### src/rtl/pool_pkg.sv
// Shared types, parameter-word layout and helpers for the pooling engine.
package pool_pkg;

  localparam int RAM_AW = 32;
  localparam int RAM_DW = 32;
  // Channel count is taken from the low 16 bits of its parameter word.
  localparam int C_FW = 16;

  localparam logic WRITE_ENB = 1'b1;
  localparam logic WRITE_DIS = 1'b0;

  localparam logic [1:0] PADDR_H  = 2'd0;
  localparam logic [1:0] PADDR_W  = 2'd1;
  localparam logic [1:0] PADDR_C  = 2'd2;
  localparam logic [1:0] PADDR_KM = 2'd3;
  localparam int MODE_BIT = 8;

  typedef enum logic [2:0] {
    IDLE       = 3'd0,
    LOAD_PARAM = 3'd1,
    CHECK      = 3'd2,
    READ       = 3'd3,
    DRAIN      = 3'd4,
    WRITE      = 3'd5,
    DONE       = 3'd6
  } state_t;

  typedef enum logic {
    POOL_MAX = 1'b0,
    POOL_AVG = 1'b1
  } mode_t;

  function automatic logic k_legal(input logic [3:0] k, input int max_k);
    return ((k == 4'd1) || (k == 4'd2) || (k == 4'd4)) && (int'(k) <= max_k);
  endfunction

  function automatic logic [1:0] k_log2(input logic [3:0] k);
    case (k)
      4'd2:    return 2'd1;
      4'd4:    return 2'd2;
      default: return 2'd0;
    endcase
  endfunction

endpackage

### src/rtl/pool_engine_if.sv
// Single-port SRAM interface shared by the EPU compute engines.
interface sp_ram_intf;
  import pool_pkg::*;

  logic              cs;
  logic              oe;
  logic [RAM_AW-1:0] addr;
  logic              W_req;
  logic [RAM_DW-1:0] W_data;
  logic [RAM_DW-1:0] R_data;

  modport compute (output cs, oe, addr, W_req, W_data, input R_data);
  modport memory  (input cs, oe, addr, W_req, W_data, output R_data);
endinterface

### src/rtl/pool_reduce.sv
// Window reduction datapath: signed max or signed sum with arithmetic-shift average.
module pool_reduce
  import pool_pkg::*;
#(
  parameter int DATA_W = 8,
  parameter int MAX_K  = 4
) (
  input  logic              clk,
  input  logic              rst,
  input  logic              clear,
  input  logic              valid,
  input  logic [DATA_W-1:0] data,
  input  mode_t             mode,
  input  logic [2:0]        shift,
  output logic [DATA_W-1:0] result
);

  localparam int ACC_W = DATA_W + 2 * $clog2(MAX_K);

  logic signed [ACC_W-1:0] acc;
  logic signed [ACC_W-1:0] acc_next;
  logic signed [ACC_W-1:0] data_ext;
  logic signed [ACC_W-1:0] max_init;
  logic signed [ACC_W-1:0] shifted;

  assign data_ext = ACC_W'($signed(data));
  assign max_init = ACC_W'($signed({1'b1, {(DATA_W-1){1'b0}}}));

  always_comb begin
    acc_next = acc;
    if (mode == POOL_AVG) begin
      acc_next = acc + data_ext;
    end else if (data_ext > acc) begin
      acc_next = data_ext;
    end else begin
      acc_next = acc;
    end
  end

  always_ff @(posedge clk) begin
    if (rst) begin
      acc <= '0;
    end else if (clear) begin
      acc <= (mode == POOL_MAX) ? max_init : '0;
    end else if (valid) begin
      acc <= acc_next;
    end else begin
      acc <= acc;
    end
  end

  // In max mode the accumulator never leaves the DATA_W signed range.
  always_comb begin
    shifted = acc >>> shift;
    if (mode == POOL_AVG) begin
      result = shifted[DATA_W-1:0];
    end else begin
      result = acc[DATA_W-1:0];
    end
  end

endmodule

### src/rtl/pool_engine.sv
// 2-D K x K stride-K pooling engine: parameter load, legality check, channel-major window walk.
module pool_engine
  import pool_pkg::*;
#(
  parameter int DATA_W  = 8,
  parameter int MAX_DIM = 64,
  parameter int MAX_K   = 4
) (
  input  logic clk,
  input  logic rst,
  input  logic start,
  output logic finish,
  output logic error,
  sp_ram_intf.compute param_intf,
  sp_ram_intf.compute input_intf,
  sp_ram_intf.compute output_intf
);

  localparam int DIM_W = $clog2(MAX_DIM + 1);

  state_t state;
  state_t state_nx;

  logic [1:0]        pidx;
  logic [RAM_DW-1:0] h_word, w_word, c_word;
  logic [3:0]        k;
  logic [3:0]        k_in;
  logic [1:0]        klog;
  mode_t             mode;
  logic [3:0]        kx, ky;
  logic [DIM_W-1:0]  ox, oy, ho, wo;
  logic [C_FW-1:0]   c_cnt, c_num;
  logic [RAM_AW-1:0] hw, kw, k_ext;
  logic [RAM_AW-1:0] ch_base, row_base, win_base, line_addr, out_addr;
  logic              rd_valid;
  logic              legal;
  logic              win_end, last_col, last_row, last_chan;
  logic [DATA_W-1:0] result;

  assign k_in  = param_intf.R_data[3:0];
  assign klog  = k_log2(k);
  assign ho    = h_word[DIM_W-1:0] >> klog;
  assign wo    = w_word[DIM_W-1:0] >> klog;
  assign c_num = c_word[C_FW-1:0];
  assign k_ext = RAM_AW'(k);
  assign kw    = RAM_AW'(w_word[DIM_W-1:0]) << klog;

  assign win_end   = (kx == (k - 4'd1)) && (ky == (k - 4'd1));
  assign last_col  = (ox == (wo - DIM_W'(1)));
  assign last_row  = (oy == (ho - DIM_W'(1)));
  assign last_chan = (c_cnt == (c_num - C_FW'(1)));

  // K arrives on the read bus during CHECK, the other words are already captured.
  assign legal = (h_word != '0) && (w_word != '0) && (c_num != '0) &&
                 (h_word <= RAM_DW'(MAX_DIM)) && (w_word <= RAM_DW'(MAX_DIM)) &&
                 k_legal(k_in, MAX_K) &&
                 (RAM_DW'(k_in) <= h_word) && (RAM_DW'(k_in) <= w_word);

  pool_reduce #(.DATA_W(DATA_W), .MAX_K(MAX_K)) u_reduce (
    .clk    (clk),
    .rst    (rst),
    .clear  ((state == READ) && (kx == 4'd0) && (ky == 4'd0)),
    .valid  (rd_valid),
    .data   (input_intf.R_data[DATA_W-1:0]),
    .mode   (mode),
    .shift  ({klog, 1'b0}),
    .result (result)
  );

  // FSM state register.
  always_ff @(posedge clk) begin
    if (rst) begin
      state <= IDLE;
    end else begin
      state <= state_nx;
    end
  end

  // FSM next-state logic.
  always_comb begin
    state_nx = state;
    case (state)
      IDLE:       if (start) state_nx = LOAD_PARAM; else state_nx = IDLE;
      LOAD_PARAM: if (pidx == 2'd3) state_nx = CHECK; else state_nx = LOAD_PARAM;
      CHECK:      if (legal) state_nx = READ; else state_nx = DONE;
      READ:       if (win_end) state_nx = DRAIN; else state_nx = READ;
      DRAIN:      state_nx = WRITE;
      WRITE:      if (last_col && last_row && last_chan) state_nx = DONE; else state_nx = READ;
      DONE:       if (!start) state_nx = IDLE; else state_nx = DONE;
      default:    state_nx = IDLE;
    endcase
  end

  // FSM outputs: SRAM strobes and addresses decoded from registered state.
  always_comb begin
    param_intf.oe      = 1'b1;
    param_intf.cs      = (state == LOAD_PARAM);
    param_intf.addr    = RAM_AW'(pidx);
    param_intf.W_req   = WRITE_DIS;
    param_intf.W_data  = '0;
    input_intf.oe      = 1'b1;
    input_intf.cs      = (state == READ);
    input_intf.addr    = line_addr + RAM_AW'(kx);
    input_intf.W_req   = WRITE_DIS;
    input_intf.W_data  = '0;
    output_intf.oe     = 1'b1;
    output_intf.cs     = (state == WRITE);
    output_intf.W_req  = (state == WRITE) ? WRITE_ENB : WRITE_DIS;
    output_intf.addr   = out_addr;
    output_intf.W_data = RAM_DW'(result);
  end

  // Parameter capture, window counters and address pointers.
  always_ff @(posedge clk) begin
    if (rst) begin
      pidx <= 2'd0; h_word <= '0; w_word <= '0; c_word <= '0;
      k <= 4'd0; mode <= POOL_MAX; hw <= '0;
      kx <= 4'd0; ky <= 4'd0; ox <= '0; oy <= '0; c_cnt <= '0;
      ch_base <= '0; row_base <= '0; win_base <= '0; line_addr <= '0; out_addr <= '0;
      rd_valid <= 1'b0;
    end else begin
      rd_valid <= (state == READ);
      case (state)
        IDLE: pidx <= 2'd0;
        LOAD_PARAM: begin
          pidx <= pidx + 2'd1;
          case (pidx)
            2'd1:    h_word <= param_intf.R_data;
            2'd2:    w_word <= param_intf.R_data;
            2'd3:    c_word <= param_intf.R_data;
            default: h_word <= h_word;
          endcase
        end
        CHECK: begin
          k <= k_in;
          mode <= mode_t'(param_intf.R_data[MODE_BIT]);
          hw <= RAM_AW'(h_word[DIM_W-1:0]) * RAM_AW'(w_word[DIM_W-1:0]);
          kx <= 4'd0; ky <= 4'd0; ox <= '0; oy <= '0; c_cnt <= '0;
          ch_base <= '0; row_base <= '0; win_base <= '0; line_addr <= '0; out_addr <= '0;
        end
        READ: begin
          if (kx == (k - 4'd1)) begin
            kx <= 4'd0;
            line_addr <= line_addr + RAM_AW'(w_word[DIM_W-1:0]);
            if (ky == (k - 4'd1)) ky <= 4'd0; else ky <= ky + 4'd1;
          end else begin
            kx <= kx + 4'd1;
          end
        end
        // Each write advances to the next window start: column, then row band, then channel.
        WRITE: begin
          out_addr <= out_addr + RAM_AW'(1);
          if (!last_col) begin
            ox <= ox + DIM_W'(1);
            win_base <= win_base + k_ext;
            line_addr <= win_base + k_ext;
          end else if (!last_row) begin
            ox <= '0;
            oy <= oy + DIM_W'(1);
            row_base <= row_base + kw;
            win_base <= row_base + kw;
            line_addr <= row_base + kw;
          end else begin
            ox <= '0;
            oy <= '0;
            c_cnt <= c_cnt + C_FW'(1);
            ch_base <= ch_base + hw;
            row_base <= ch_base + hw;
            win_base <= ch_base + hw;
            line_addr <= ch_base + hw;
          end
        end
        default: pidx <= pidx;
      endcase
    end
  end

  // Registered completion flags, held for the whole of DONE.
  always_ff @(posedge clk) begin
    if (rst) begin
      finish <= 1'b0;
      error  <= 1'b0;
    end else begin
      finish <= (state_nx == DONE);
      if (state == CHECK) begin
        error <= !legal;
      end else if (state_nx != DONE) begin
        error <= 1'b0;
      end else begin
        error <= error;
      end
    end
  end

endmodule

### src/flat_wrapper.sv
// flat-port wrapper written by rule: the top's interface ports become plain ports
module pool_engine_flat import pool_pkg::*;
#(
  parameter int DATA_W  = 8,
  parameter int MAX_DIM = 64,
  parameter int MAX_K   = 4
)
  (clk, rst, start, finish, error, param_intf_cs, param_intf_oe, param_intf_addr, param_intf_W_req, param_intf_W_data, param_intf_R_data, input_intf_cs, input_intf_oe, input_intf_addr, input_intf_W_req, input_intf_W_data, input_intf_R_data, output_intf_cs, output_intf_oe, output_intf_addr, output_intf_W_req, output_intf_W_data, output_intf_R_data);
  sp_ram_intf param_intf_i ();
  sp_ram_intf input_intf_i ();
  sp_ram_intf output_intf_i ();
  input  logic clk;
  input  logic rst;
  input  logic start;
  output logic finish;
  output logic error;
  output wire logic [$bits(param_intf_i.cs)-1:0] param_intf_cs;
  output wire logic [$bits(param_intf_i.oe)-1:0] param_intf_oe;
  output wire logic [$bits(param_intf_i.addr)-1:0] param_intf_addr;
  output wire logic [$bits(param_intf_i.W_req)-1:0] param_intf_W_req;
  output wire logic [$bits(param_intf_i.W_data)-1:0] param_intf_W_data;
  input wire logic [$bits(param_intf_i.R_data)-1:0] param_intf_R_data;
  output wire logic [$bits(input_intf_i.cs)-1:0] input_intf_cs;
  output wire logic [$bits(input_intf_i.oe)-1:0] input_intf_oe;
  output wire logic [$bits(input_intf_i.addr)-1:0] input_intf_addr;
  output wire logic [$bits(input_intf_i.W_req)-1:0] input_intf_W_req;
  output wire logic [$bits(input_intf_i.W_data)-1:0] input_intf_W_data;
  input wire logic [$bits(input_intf_i.R_data)-1:0] input_intf_R_data;
  output wire logic [$bits(output_intf_i.cs)-1:0] output_intf_cs;
  output wire logic [$bits(output_intf_i.oe)-1:0] output_intf_oe;
  output wire logic [$bits(output_intf_i.addr)-1:0] output_intf_addr;
  output wire logic [$bits(output_intf_i.W_req)-1:0] output_intf_W_req;
  output wire logic [$bits(output_intf_i.W_data)-1:0] output_intf_W_data;
  input wire logic [$bits(output_intf_i.R_data)-1:0] output_intf_R_data;
  assign param_intf_cs = param_intf_i.cs;
  assign param_intf_oe = param_intf_i.oe;
  assign param_intf_addr = param_intf_i.addr;
  assign param_intf_W_req = param_intf_i.W_req;
  assign param_intf_W_data = param_intf_i.W_data;
  assign param_intf_i.R_data = param_intf_R_data;
  assign input_intf_cs = input_intf_i.cs;
  assign input_intf_oe = input_intf_i.oe;
  assign input_intf_addr = input_intf_i.addr;
  assign input_intf_W_req = input_intf_i.W_req;
  assign input_intf_W_data = input_intf_i.W_data;
  assign input_intf_i.R_data = input_intf_R_data;
  assign output_intf_cs = output_intf_i.cs;
  assign output_intf_oe = output_intf_i.oe;
  assign output_intf_addr = output_intf_i.addr;
  assign output_intf_W_req = output_intf_i.W_req;
  assign output_intf_W_data = output_intf_i.W_data;
  assign output_intf_i.R_data = output_intf_R_data;
  pool_engine #(.DATA_W(DATA_W), .MAX_DIM(MAX_DIM), .MAX_K(MAX_K)) u_core (.clk(clk), .rst(rst), .start(start), .finish(finish), .error(error), .param_intf(param_intf_i), .input_intf(input_intf_i), .output_intf(output_intf_i));
endmodule
### config.mk
export PLATFORM = sky130hd
export DESIGN_NAME = pool_engine_flat
export DESIGN_NICKNAME = d
export VERILOG_FILES = /design/src/rtl/pool_pkg.sv /design/src/rtl/pool_engine_if.sv /design/src/rtl/pool_reduce.sv /design/src/rtl/pool_engine.sv /design/src/flat_wrapper.sv
export SDC_FILE = /design/constraint.sdc
export NUM_CORES = 1
export LEC_CHECK = 0
export CAP_MARGIN = 20
export CORE_UTILIZATION = 45
export CTS_BUF_LIST = sky130_fd_sc_hd__clkbuf_4 sky130_fd_sc_hd__clkbuf_8
export CTS_CLUSTER_SIZE = 10
export DETAILED_ROUTE_END_ITERATION = 12
export GPL_TIMING_DRIVEN = 0
export PLACE_DENSITY_LB_ADDON = 0.25
export SETUP_SLACK_MARGIN = 0.2
export SYNTH_ARGS = -nofsm -noshare
export SYNTH_HDL_FRONTEND = slang
export SYNTH_SLANG_ARGS = --single-unit
### constraint.sdc
create_clock -name clk -period 5.6 [get_ports clk]
set_input_delay 0.56 -clock clk [delete_from_list [all_inputs] [get_ports clk]]
set_output_delay 0.56 -clock clk [all_outputs]
set_load 0.02 [all_outputs]
==> results.ini <==
[cells_and_area]
final_cell_count_no_fill=3992
area_growth_pct=16.5
final_nets=3533
drive_gt1_share_pct=9.53

[timing]
slew_viol_final=0
rsz0062_at_grt=no
worst_slew_pin_slew_ns=1.11
max_clock_freq_ghz=0.195
final.setup.tns_ns=0
setup_viol=0
fin_ws_ns=0.481
final.min_clock_period_ns=5.12
final_hold_viol_count=0
post-route-period-util_pct=91.4
relSlewSlack_pct=26.3
skew_ns=0.0380

[synth]
ys_top_cells_by_area=dfxtp_1 (28%), nand2_1 (7.7%), a21oi_1 (7.2%), ha_1 (6.6%), buf_4 (4.2%)
netlist_instances=2981
syn_area_per_cell_um2=7.62
synth_top_cell_area_share_pct=27.9
synth.area.mux_share_pct=1.10
ys_types=87
synth-main-ff-cell=dfxtp_1
syn_area_um2=22700
synth_top_family_by_area=simple AND/OR/NAND/NOR gates
synthAdderAreaFrac_pct=9.20
async_flop_share_pct=0
synth_edf_count=0
synth_compound_area_share_pct=21.6
yosys.area_share.simple_pct=23.2
ys.warnings.count=0
synthXorXnorAreaFrac_pct=7.58
post-synth-top-count-cell=nand2_1
ys_top_cells_by_count=nand2_1 (466), a21oi_1 (328), dfxtp_1 (317)
ys_seq_elements=317
yosysTopAreaCell=dfxtp_1
ys_seq_area_share_pct=27.9

[placement]
io_buffers=121
gp_congestion=0.960
post-place-ws_ns=0.0755
place_hpwl_mm=59.2
dp_cells=3888

[detailed_routing]
firstDrtPassIters=6
vias_per_cell=5.76
vias=23000
drt_wl_total_mm=77.2
wl_per_cell_um=19.3
drc=0
drtAntennaViolNets=0
first_iter_violations=2055

[worst_setup_path]
r2r_slack_ns=0.51
required_ns=5.04
cp_max_fo=11
end_kind=output pin
reg2reg_depth=18
critPathArrivalTime_ns=4.56
critPathLaunchType=flop
critical_path_class=flop to output pin

[global_route]
grt_start_max_net_pins=17
grt_pass1_wl_mm=120
first_global_vias=21600
antenna_found_initial=1
grt-ovfl-total=0
track_usage_pct=29.9

[die]
fp.coreArea_um2=49400
start_util_pct=46.0
rows=81
pin_count=302
die_h_um=227
dieArea_um2=51400
die_w_um=227

[run_status]
status=completed

[cts]
clock_sinks=317
cts_buffer_depth=3
root_buffer=clkbuf_8
clk-insertion-delay-late_ns=0.68
cts_tree=yes
htree_levels=2
cts_buffers=56
postCtsSetupRepairBufs=0
clk_pin_slew_ns=0.07

[min_path]
hold_class=input port to flop
holdPathStages=3

[power_and_ir_drop]
ir_worst_vdd_mv=0.174
p_leak_nw=10.5
finalPower_mw=5.01
p_per_area_nw_per_um2=189

[job]
maxCapViolations=0

metal layers:
layer | vias to the layer above | share of wire, % | GRT usage, %
met3 | 167 | 8.6 | 5.33
li1 | 10900 | - | -
met4 | 0 | 3.2 | 9.87
met2 | 1003 | 45 | 48.5
met1 | 10900 | 43 | 39.8
met5 | - | 0 | 0
cells in the final DEF, fill, tap and decap left out, types with 23 or more instances in the layout:
master | Yosys | final
nor3_1 | 53 | 53
a31oi_1 | 28 | 28
a211oi_1 | 43 | 43
clkdlybuf4s50_1 | 0 | 121
nand2_1 | 466 | 466
or3_1 | 25 | 25
nor2b_1 | 23 | 23
o211ai_1 | 35 | 35
buf_2 | 23 | 23
nand3_1 | 98 | 98
conb_1 | 2 | 124
dfxtp_1 | 317 | 317
a21oi_1 | 328 | 328
a22oi_1 | 27 | 27
fa_1 | 30 | 30
buf_4 | 127 | 127
clkbuf_1 | 138 | 129
ha_1 | 119 | 119
o21ai_0 | 93 | 93
inv_1 | 112 | 112
o21a_1 | 26 | 26
xor2_1 | 88 | 88
xnor2_1 | 104 | 104
and2_1 | 31 | 31
a21o_1 | 26 | 26
nand4_1 | 57 | 57
nor2_1 | 169 | 168
clkbuf_8 | 0 | 67
nor4_1 | 31 | 31
and3_1 | 43 | 43
final cells by class:
cell class	instances	area, um^2
tap	664	831
multi-input combinational	2370	14700
sequential	317	6350
antenna	1	2.50
buffer	304	1710
clock inverter	12	130
timing repair buffer	124	1230
fill	4745	22900
clock buffer	88	1080
inverter	112	420
worst max-delay path: stages (launching register included):
cell and delay (ns):
dfxtp_1 0.35, inv_1 0.10, or3_1 0.35, clkbuf_1 0.30, inv_1 0.45, clkbuf_1 0.66, clkbuf_2 0.49, clkbuf_2 0.41
buf_4 0.17, clkdlybuf4s50_1 0.59
report_power, final:
group          total [mW]  internal (mW)  leakage [nW]  switching, mW
sequential           2.27           2.26          2.55        0.00589
combinational       0.353          0.129          7.32          0.225
clock                2.39           1.32         0.647           1.07
total                5.01           3.71          10.5           1.30
kinds of logic after synthesis:
group	after synthesis
compound gates	776
fa+ha+maj	149
mux	24
simple gates	1103
xor+xnor	194
other cells	2
flops	317
buf+inv	416
path summary, 6_finish.rpt:
check,startpoint,to
worst min-delay path,param_intf_R_data[0],u_core.w_word[0]
worst min register to register,u_core.h_word[10],u_core.h_word[10]
worst max register to register,u_core.k[0],u_core.line_addr[18]
worst max-delay path,u_core.state[0],output_intf_cs
metrics by stage:
| stage | hold WS, ns | util, % | area [um^2] |
|---|---|---|---|
| 4_1_cts | 0.343 | 53.5 | 26400 |
| 2_1_floorplan | 0.436 | - | 23200 |
| 5_1_grt | 0.389 | 53.6 | 26500 |
| 3_3_place_gp | 0.441 | 51.1 | 25200 |
| 3_5_place_dp | 0.447 | 51.1 | 25200 |
| 6_report | 0.389 | 53.6 | 26500 |
repair_timing:
item	in CTS	in global routing
endpoints found under the setup margin	13	139
gates resized for setup	2	18
hold buffers	0	0
registers in the layout, summed over array words and instances (netlist names), 2 cells and up:
signal,cells
u_core.ch_base,32
u_core.h_word,32
u_core.line_addr,32
u_core.output_intf.addr,32
u_core.row_base,32
u_core.w_word,32
u_core.win_base,32
u_core.c_cnt,16
u_core.c_word,16
u_core.hw,14
u_core.u_reduce.acc,12
u_core.ox,7
u_core.oy,7
u_core.k,4
u_core.kx,4
u_core.ky,4
u_core.state,3
u_core.pidx,2
Power figures use the tool's default switching activity.
